<file path="src/rtl/spi_slave.sv">
// SPI mode-3 register-access responder; SCLK/SS/MOSI are oversampled in the clk domain.
// A command byte {rw, ms, addr[5:0]} selects a register read (rw=1) or write (rw=0).
module spi_slave #(
  parameter int ADDR_W      = 6,
  parameter int SYNC_STAGES = 2
) (
  input  logic              clk,
  input  logic              reset,
  input  logic              SCLK,
  input  logic              SS,
  input  logic              MOSI,
  output logic              MISO,
  output logic              MISO_OE,
  output logic [ADDR_W-1:0] reg_addr,
  input  logic [7:0]        reg_rdata,
  output logic [7:0]        reg_wdata,
  output logic              reg_we,
  output logic              busy,
  output logic [1:0]        fsm_state
);

  typedef enum logic [1:0] {
    IDLE = 2'd0,
    CMD  = 2'd1,
    LOAD = 2'd2,
    DATA = 2'd3
  } state_t;

  localparam logic [ADDR_W-1:0] ADDR_ONE = {{(ADDR_W-1){1'b0}}, 1'b1};

  state_t state, state_n;

  logic [SYNC_STAGES-1:0] sclk_sr, ss_sr, mosi_sr;
  logic                   sclk_prev, ss_prev;
  logic                   sclk_s, ss_s, mosi_s;
  logic                   rise, fall, ss_fall, ss_rise;

  logic [7:0] shreg;
  logic [7:0] byte_in;
  logic [2:0] bit_cnt;
  logic       last_rise;
  logic       rw, ms;
  logic       armed;        // a data bit was sampled; the next fall advances MISO
  logic       reload;       // one cycle after a read byte ends: fetch the next byte
  logic       reload_fall;  // next fall presents bit7 of the freshly loaded byte

  // All three inputs share one synchronizer depth so MOSI stays aligned with SCLK.
  always_ff @(posedge clk or posedge reset) begin
    if (reset) begin
      sclk_sr   <= '1;
      ss_sr     <= '1;
      mosi_sr   <= '0;
      sclk_prev <= 1'b1;
      ss_prev   <= 1'b1;
    end else begin
      sclk_sr   <= {sclk_sr[SYNC_STAGES-2:0], SCLK};
      ss_sr     <= {ss_sr[SYNC_STAGES-2:0], SS};
      mosi_sr   <= {mosi_sr[SYNC_STAGES-2:0], MOSI};
      sclk_prev <= sclk_s;
      ss_prev   <= ss_s;
    end
  end

  assign sclk_s    = sclk_sr[SYNC_STAGES-1];
  assign ss_s      = ss_sr[SYNC_STAGES-1];
  assign mosi_s    = mosi_sr[SYNC_STAGES-1];
  assign rise      = ~sclk_prev & sclk_s;
  assign fall      = sclk_prev & ~sclk_s;
  assign ss_fall   = ss_prev & ~ss_s;
  assign ss_rise   = ~ss_prev & ss_s;
  assign byte_in   = {shreg[6:0], mosi_s};
  assign last_rise = rise && (bit_cnt == 3'd7);
  assign fsm_state = state;

  always_ff @(posedge clk or posedge reset) begin
    if (reset) state <= IDLE;
    else       state <= state_n;
  end

  always_comb begin
    state_n = state;
    case (state)
      IDLE: if (ss_fall) state_n = CMD;
      CMD:  if (last_rise) state_n = byte_in[7] ? LOAD : DATA;
      LOAD: state_n = DATA;
      DATA: state_n = DATA;
      default: state_n = IDLE;
    endcase
    if (ss_rise) state_n = IDLE;
  end

  always_ff @(posedge clk or posedge reset) begin
    if (reset) begin
      MISO        <= 1'b0;
      MISO_OE     <= 1'b0;
      reg_addr    <= '0;
      reg_wdata   <= 8'h00;
      reg_we      <= 1'b0;
      busy        <= 1'b0;
      shreg       <= 8'h00;
      bit_cnt     <= 3'd0;
      rw          <= 1'b0;
      ms          <= 1'b0;
      armed       <= 1'b0;
      reload      <= 1'b0;
      reload_fall <= 1'b0;
    end else begin
      reg_we <= 1'b0;
      reload <= 1'b0;
      // Writes advance the address only after the strobe cycle has shown the old one.
      if (reg_we && ms) reg_addr <= reg_addr + ADDR_ONE;

      case (state)
        IDLE: begin
          MISO        <= 1'b0;
          MISO_OE     <= 1'b0;
          bit_cnt     <= 3'd0;
          armed       <= 1'b0;
          reload_fall <= 1'b0;
          if (ss_fall) busy <= 1'b1;
        end
        CMD: begin
          if (rise) begin
            shreg   <= byte_in;
            bit_cnt <= bit_cnt + 3'd1;
          end
          if (last_rise) begin
            rw       <= byte_in[7];
            ms       <= byte_in[6];
            reg_addr <= byte_in[ADDR_W-1:0];
          end
        end
        LOAD: begin
          shreg       <= reg_rdata;
          MISO        <= reg_rdata[7];
          MISO_OE     <= 1'b1;
          armed       <= 1'b0;
          reload_fall <= 1'b0;
        end
        DATA: begin
          if (rw) begin
            if (reload) begin
              shreg       <= reg_rdata;
              reload_fall <= 1'b1;
            end else if (fall) begin
              if (reload_fall) begin
                MISO        <= shreg[7];
                reload_fall <= 1'b0;
              end else if (armed) begin
                MISO  <= shreg[6];
                shreg <= {shreg[6:0], 1'b0};
                armed <= 1'b0;
              end
            end
            if (rise) begin
              bit_cnt <= bit_cnt + 3'd1;
              armed   <= (bit_cnt != 3'd7);
            end
            if (last_rise) begin
              reload <= 1'b1;
              if (ms) reg_addr <= reg_addr + ADDR_ONE;
            end
          end else begin
            if (rise) begin
              shreg   <= byte_in;
              bit_cnt <= bit_cnt + 3'd1;
            end
            if (last_rise) begin
              reg_wdata <= byte_in;
              reg_we    <= 1'b1;
            end
          end
        end
        default: ;
      endcase

      // Deselect wins over everything except a write byte completing on the same cycle.
      if (ss_rise) begin
        busy        <= 1'b0;
        MISO        <= 1'b0;
        MISO_OE     <= 1'b0;
        bit_cnt     <= 3'd0;
        armed       <= 1'b0;
        reload      <= 1'b0;
        reload_fall <= 1'b0;
      end
    end
  end

endmodule

</file>
<file path="config.mk">
export PLATFORM = sky130hd
export DESIGN_NAME = spi_slave
export DESIGN_NICKNAME = d
export VERILOG_FILES = /design/src/rtl/spi_slave.sv
export SDC_FILE = /design/constraint.sdc
export NUM_CORES = 1
export LEC_CHECK = 0
export BUFFER_PORTS_ARGS = -buffer_cell sky130_fd_sc_hd__buf_2
export CAP_MARGIN = 20
export CORE_ASPECT_RATIO = 0.8
export CORE_MARGIN = 4
export CORE_UTILIZATION = 51
export CTS_CLUSTER_SIZE = 20
export DETAILED_ROUTE_END_ITERATION = 10
export GPL_ROUTABILITY_DRIVEN = 0
export PLACE_DENSITY = 0.75
export SLEW_MARGIN = 20
export SYNTH_ARGS = -nofsm -noshare
export SYNTH_HDL_FRONTEND = slang
export SYNTH_SLANG_ARGS = --single-unit
</file>
<file path="constraint.sdc">
create_clock -name clk -period 1.7 [get_ports clk]
set_input_delay 0.17 -clock clk [delete_from_list [all_inputs] [get_ports clk]]
set_output_delay 0.17 -clock clk [all_outputs]
set_load 0.01 [all_outputs]
</file>
Word-level counts from Yosys, hierarchy flattened
Cells that the tools add are included.
{ "totals": {"regBits": 44, "input_bits": 13, "output_inout_bits": 20, "wordCells": 122} }
{ "op_classes": {"add_sub_neg": 2, "n_eq_ne": 19, "n_mux": 51, "bitwise": 9, "n_reduce_logical": 22} }
{ "op_table": {"columns": ["operator", "count"], "rows": [
  ["8-bit two-way mux", 6],
  ["4-bit != test (second input constant)", 8],
  ["6-bit two-way mux", 5],
  ["1-bit two-way mux", 27],
  ["8-bit case mux with 3 select lines", 1],
  ["3-bit != test (second input constant)", 6],
  ["6-bit case mux with 2 select lines", 1],
  ["3-bit nonzero test", 4],
  ["5-bit AND reduction", 2],
  ["2-bit AND reduction", 4],
  ["6-bit by 1-bit adder with 6-bit output (second input constant)", 1],
  ["2-bit two-way mux", 3],
  ["3-bit two-way mux", 2],
  ["1-bit case mux with 2 select lines", 3],
  ["2-bit case mux with 3 select lines", 1],
  ["3-bit case mux with 2 select lines", 1],
  ["3-bit AND reduction", 2],
  ["2-bit OR reduction", 3],
  ["1-bit NOT", 5],
  ["1-bit bitwise AND", 4],
  ["2-bit equality test (second input constant)", 2],
  ["4-bit AND reduction", 1],
  ["2-bit nonzero test", 2],
  ["4-bit nonzero test", 1],
  ["other kinds (7)", 8]
]} }

Longest topological paths before layout
{ "depth": {"word_depth": 8, "depth_mapped": 8} }

Least setup slack after synthesis
Ideal clock, no wire load.
{ "synth_timing": {"path_kind": "register to register", "start": "register sclk_prev", "end": "register shreg[4]", "setup_ns": 0.121, "t_arrival_ns": 1.636, "t_required_ns": 1.579, "setup_slack_ns": -0.056, "stages_incl_launch_ff": 7, "period_less_slack_ns": 1.756, "cell_sequence": "dfstp_2 inv_1 ha_1 buf_2 mux2i_1 o211ai_1 a22o_1"} }
{ "synth_via": {"elab_chain_len": 5, "word_cells_on_any_way": 8, "cone_classes": "eq/ne: 1; mux: 3; bitwise: 3; reduce/logical: 1"} }
{ "synth_lines": {"columns": ["item", "line", "text"], "rows": [
  ["from (decl)", "34", "logic sclk_prev, ss_prev;"],
  ["from (signal assigned)", "59", "sclk_prev <= sclk_s;"],
  ["1-bit NOT", "67", "assign rise = ~sclk_prev & sclk_s;"],
  ["1-bit bitwise AND", "67", null],
  ["8-bit two-way mux (2 in a row)", null, null],
  ["8-bit case mux with 3 select lines", null, null],
  ["to (signal assigned)", "124", "shreg <= byte_in;"],
  ["to (signal assigned)", "134", "shreg <= reg_rdata;"],
  ["to (signal assigned)", "143", "shreg <= reg_rdata;"],
  ["to (decl)", "38", "logic [7:0] shreg;"]
]} }
Parallel ways exist; a longest one is shown, timed or not.
A chain may end at the register's enable or synchronous reset.

Final worst setup path
{ "layout_timing": {"start": "register state[1], in the netlist fsm_state[1]", "end": "register reload_fall"} }
{ "layout_via": {"elab_chain_len": 4, "word_cells_on_any_way": 10, "cone_classes": "eq/ne: 4; mux: 2; reduce/logical: 4"} }
{ "layout_lines": {"columns": ["item", "line", "text"], "rows": [
  ["from (decl)", "31", "state_t state, state_n;"],
  ["from (signal assigned)", "77", "else state <= state_n;"],
  ["2-bit equality test or 2-bit zero test (tied branches)", "113", "case (state)"],
  ["2-bit OR reduction (no source line)", null, null],
  ["1-bit case mux with 2 select lines or 3-bit nonzero test (tied branches)", null, null],
  ["1-bit two-way mux or 3-bit AND reduction (tied branches)", null, null],
  ["to (signal assigned)", "106", "reload_fall <= 1'b0;"],
  ["to (signal assigned)", "119", "reload_fall <= 1'b0;"],
  ["to (signal assigned)", "185", "reload_fall <= 1'b0;"],
  ["to (decl)", "45", "logic reload_fall;"]
]} }
Parallel ways exist; a longest one is shown, timed or not.

==> flow_metrics.env <==
export IMPL_clkPwrFrac=0.180
export IMPL_synth_nets=243
export IMPL_hold_class="input pin to flip-flop"
export IMPL_core_area_sq_um=4257
export IMPL_yosys_warnings=0
export IMPL_violations="negative setup slack"
export IMPL_place_area_sq_um=2773
export IMPL_multi_input_area_sq_um=1244
export IMPL_worstSetupPathType="flip-flop to flip-flop"
export IMPL_core_rowCount=21
export IMPL_pre_cts_ws_ps=-118.3
export IMPL_syn_avg_cell_area_sq_um=10.39
export IMPL_finalWirelength_mm=6.290
export IMPL_grt_pass1_vias=2003
export IMPL_worst_slew_pin_slew_ps=455.2
export IMPL_final_cells=354
export IMPL_p_switching_w=0.001673
export IMPL_ios=33
export IMPL_grt_use_met1=0.3085
export IMPL_die_area_sq_um=5624
export IMPL_first_pass_iters=5
export IMPL_top_usage_layer="met2"
export IMPL_nets=319
export IMPL_ant_nets=0
export IMPL_p_int_w=0.002794
export IMPL_vias_per_cell=5.867
export IMPL_max_freq_ghz=0.5592
export IMPL_netlist_area_leader_share=0.4160
export IMPL_cts_sinks=44
export IMPL_initial_utilization=0.5370
export IMPL_clock_path_buffers=2
export IMPL_p_leak_nw=1.517
export IMPL_path_clk_slew_ps=80
export IMPL_rsz0062_at_grt="yes"
export IMPL_cp_end_kind="flip-flop"
export IMPL_grt_max_degree=45
export IMPL_ys_top_cells_by_area="dfrtp_1 42%, dfstp_2 6.9%, nand2_1 5.6%, ha_1 5.5%, mux2_2 4.4%"
export IMPL_die_h_microns=67.88
export IMPL_numCtsBuffers=5
export IMPL_synthToLayoutAreaGrowth_pct=37.66
export IMPL_cts_tree="done"
export IMPL_clk_latency_ps=310
export IMPL_slew_viol_final=0
export IMPL_fin_crit_sh=1.052
export IMPL_synth_distinct_cells=43
export IMPL_antenna_found_initial=0
export IMPL_synth_top_cell_by_area="dfrtp_1"
export IMPL_crit_arrival_ps=1990
export IMPL_overflow=0
export IMPL_setup_ws_ps=-88.26
export IMPL_wl_per_cell_microns=17.77
export IMPL_cp_data_required_time_ps=1900
export IMPL_synth_area_sq_um=2286
export IMPL_portBuffers=32
export IMPL_finalClockSkew_ps=10.35
export IMPL_power_density_nw_per_um2=1419
export IMPL_drc=0
export IMPL_sw_frac_of_total=0.3745
export IMPL_pwr_share_seq=0.321
export IMPL_final_seq_area_sq_um=1109
export IMPL_layout_common_cells="38 x dfrtp_1, 38 x buf_4, 34 x nand2_1"
export IMPL_ys_seq_area_frac=0.4849
export IMPL_root_buffer="clkbuf_8"
export IMPL_finalInstanceArea_sq_um=3147
export IMPL_startpoint_type="flip-flop"
export IMPL_dieWidth_microns=82.85
export IMPL_antenna_cells=0
export IMPL_ys_seq_elements=44
export IMPL_groute_layer_met3_usage=0.04934
export IMPL_hold_violations=0
export IMPL_status="finished, violations left"
export IMPL_worstPathMaxFanout=4
export IMPL_drt_iter0_drc=131
export IMPL_dp_cells=335
export IMPL_postSynthCellCount=220
export IMPL_grtUsageMet2=0.3510
export IMPL_drive_gt1_frac=0.4377
export IMPL_whs_ps=204.7
export IMPL_fin_crit_ps=1788
export IMPL_grt_usage=0.2228
export IMPL_ir_drop_v=0.0008350
export IMPL_h_tree_depth=2
export IMPL_fin_util=0.7393
export IMPL_fill_cells=292
export IMPL_p_comb_frac=0.499
export IMPL_grt_pass1_wl_mm=9.853
export IMPL_vias=2077
export IMPL_dp_hpwl_mm=4.069
export IMPL_maxCapViolations=0
export IMPL_setup_violations_final=14
export IMPL_max_slew_margin=0.6965
[flip-flops by register name (all words and copies together), names as in the netlist, 2 cells and up]
name / count
ss_sr: 2
shreg: 8
reg_wdata: 8
sclk_sr: 2
mosi_sr: 2
reg_addr: 6
bit_cnt: 3
fsm_state: 2
[timing repair]
item	in CTS	in global routing
pin swaps	0	20
resized for setup	13	23
hold buffers	4	0
setup endpoints to repair	24	24
buffers inserted	0	7
hold endpoints to repair	41	0
gates cloned	0	0
[layer usage]
layer  vias to the layer above  wire length, microns
met5                         -                     0
met4                         0                   117
met3                        17                   441
met2                        99                  3019
met1                      1016                  2711
li1                        945                     -
[cell usage after synthesis (all sizes together)]
cell and n:
o31ai 1, a22o 8, o21ba 1, nand3 15, a31o 1, a41oi 1
or3 1, nand3b 1, o21a 1, a21oi 6, nor3 2, o32ai 2
a32oi 1, mux2 9, inv 13, or4 2, o211ai 9, and2b 1
a32o 2, ha 10, o2111a 1, mux2i 5, a222oi 1, a22oi 1
nand2b 2, a31oi 5, dfrtp 38, dfstp 6, and3 2, o22ai 1
buf 8, nand2 35, clkbuf 2, a311oi 1, a41o 1, xor2 3
nor2 12, o21ai 9
[power by group through the flow]
stage / combinational, W / clock, W / sequential [W]
finish: 0.00223 / 0.000804 / 0.00143
global route: 0.00242 / 0.000857 / 0.00145
CTS: 0.00176 / 0.000812 / 0.00142
detailed placement: 0.00169 / 0 / 0.00144
global placement: 0.00164 / 0 / 0.00142
floorplan: 0.000967 / 0 / 0.00141
[cell families (layout without fill, tap and decap cells)]
logic type / after synthesis / after routing / synth area share
DFF: 44 / 44 / 0.4849
adders and majority gates: 10 / 10 / 0.05473
buffers and inverters: 23 / 100 / 0.04598
AOI/OAI and AO/OA: 53 / 53 / 0.1839
xor gates and xnor gates: 3 / 3 / 0.01150
muxes: 14 / 14 / 0.06623
and+or+nand+nor: 73 / 73 / 0.1527
[stage by stage]
step	power [W]	TNS (ps)
2_1_floorplan	0.002381	-90.94
3_3_place_gp	0.003058	-289.6
3_5_place_dp	0.003124	-939.2
4_1_cts	0.003986	0
5_1_grt	0.004730	-1624
6_report	0.004467	-517.0
[area by class of cell]
cell class / count / area share
Multi-Input combinational cell: 153 / 0.3952
Sequential cell: 44 / 0.3523
Timing Repair Buffer: 79 / 0.1777
Tap cell: 57 / 0.02266
Clock buffer: 5 / 0.02187
Inverter: 13 / 0.01670
Clock inverter: 3 / 0.01352
[critical path, cell delays in order, from the launching register on]
cell	delay (ps)
dfrtp_1	390
buf_6	140
clkinvlp_4	170
ha_4	240
nor3_4	210
o21a_1	210
o22ai_2	90
a32o_1	230
[final timing paths]
path / slack [ps] / cells after the start / to / startpoint
min in group asynchronous: 440 / 4 / reload_fall / reset
max: -90 / 7 / reload_fall / fsm_state[1]
min: 200 / 4 / shreg[6] / reg_rdata[6]
min reg2reg: 350 / 0 / mosi_sr[1] / mosi_sr[0]
max reg2reg: -90 / 7 / reload_fall / fsm_state[1]
max in group asynchronous: 1000 / 4 / sclk_sr[1] / reset
Power figures use the tool's default switching activity.
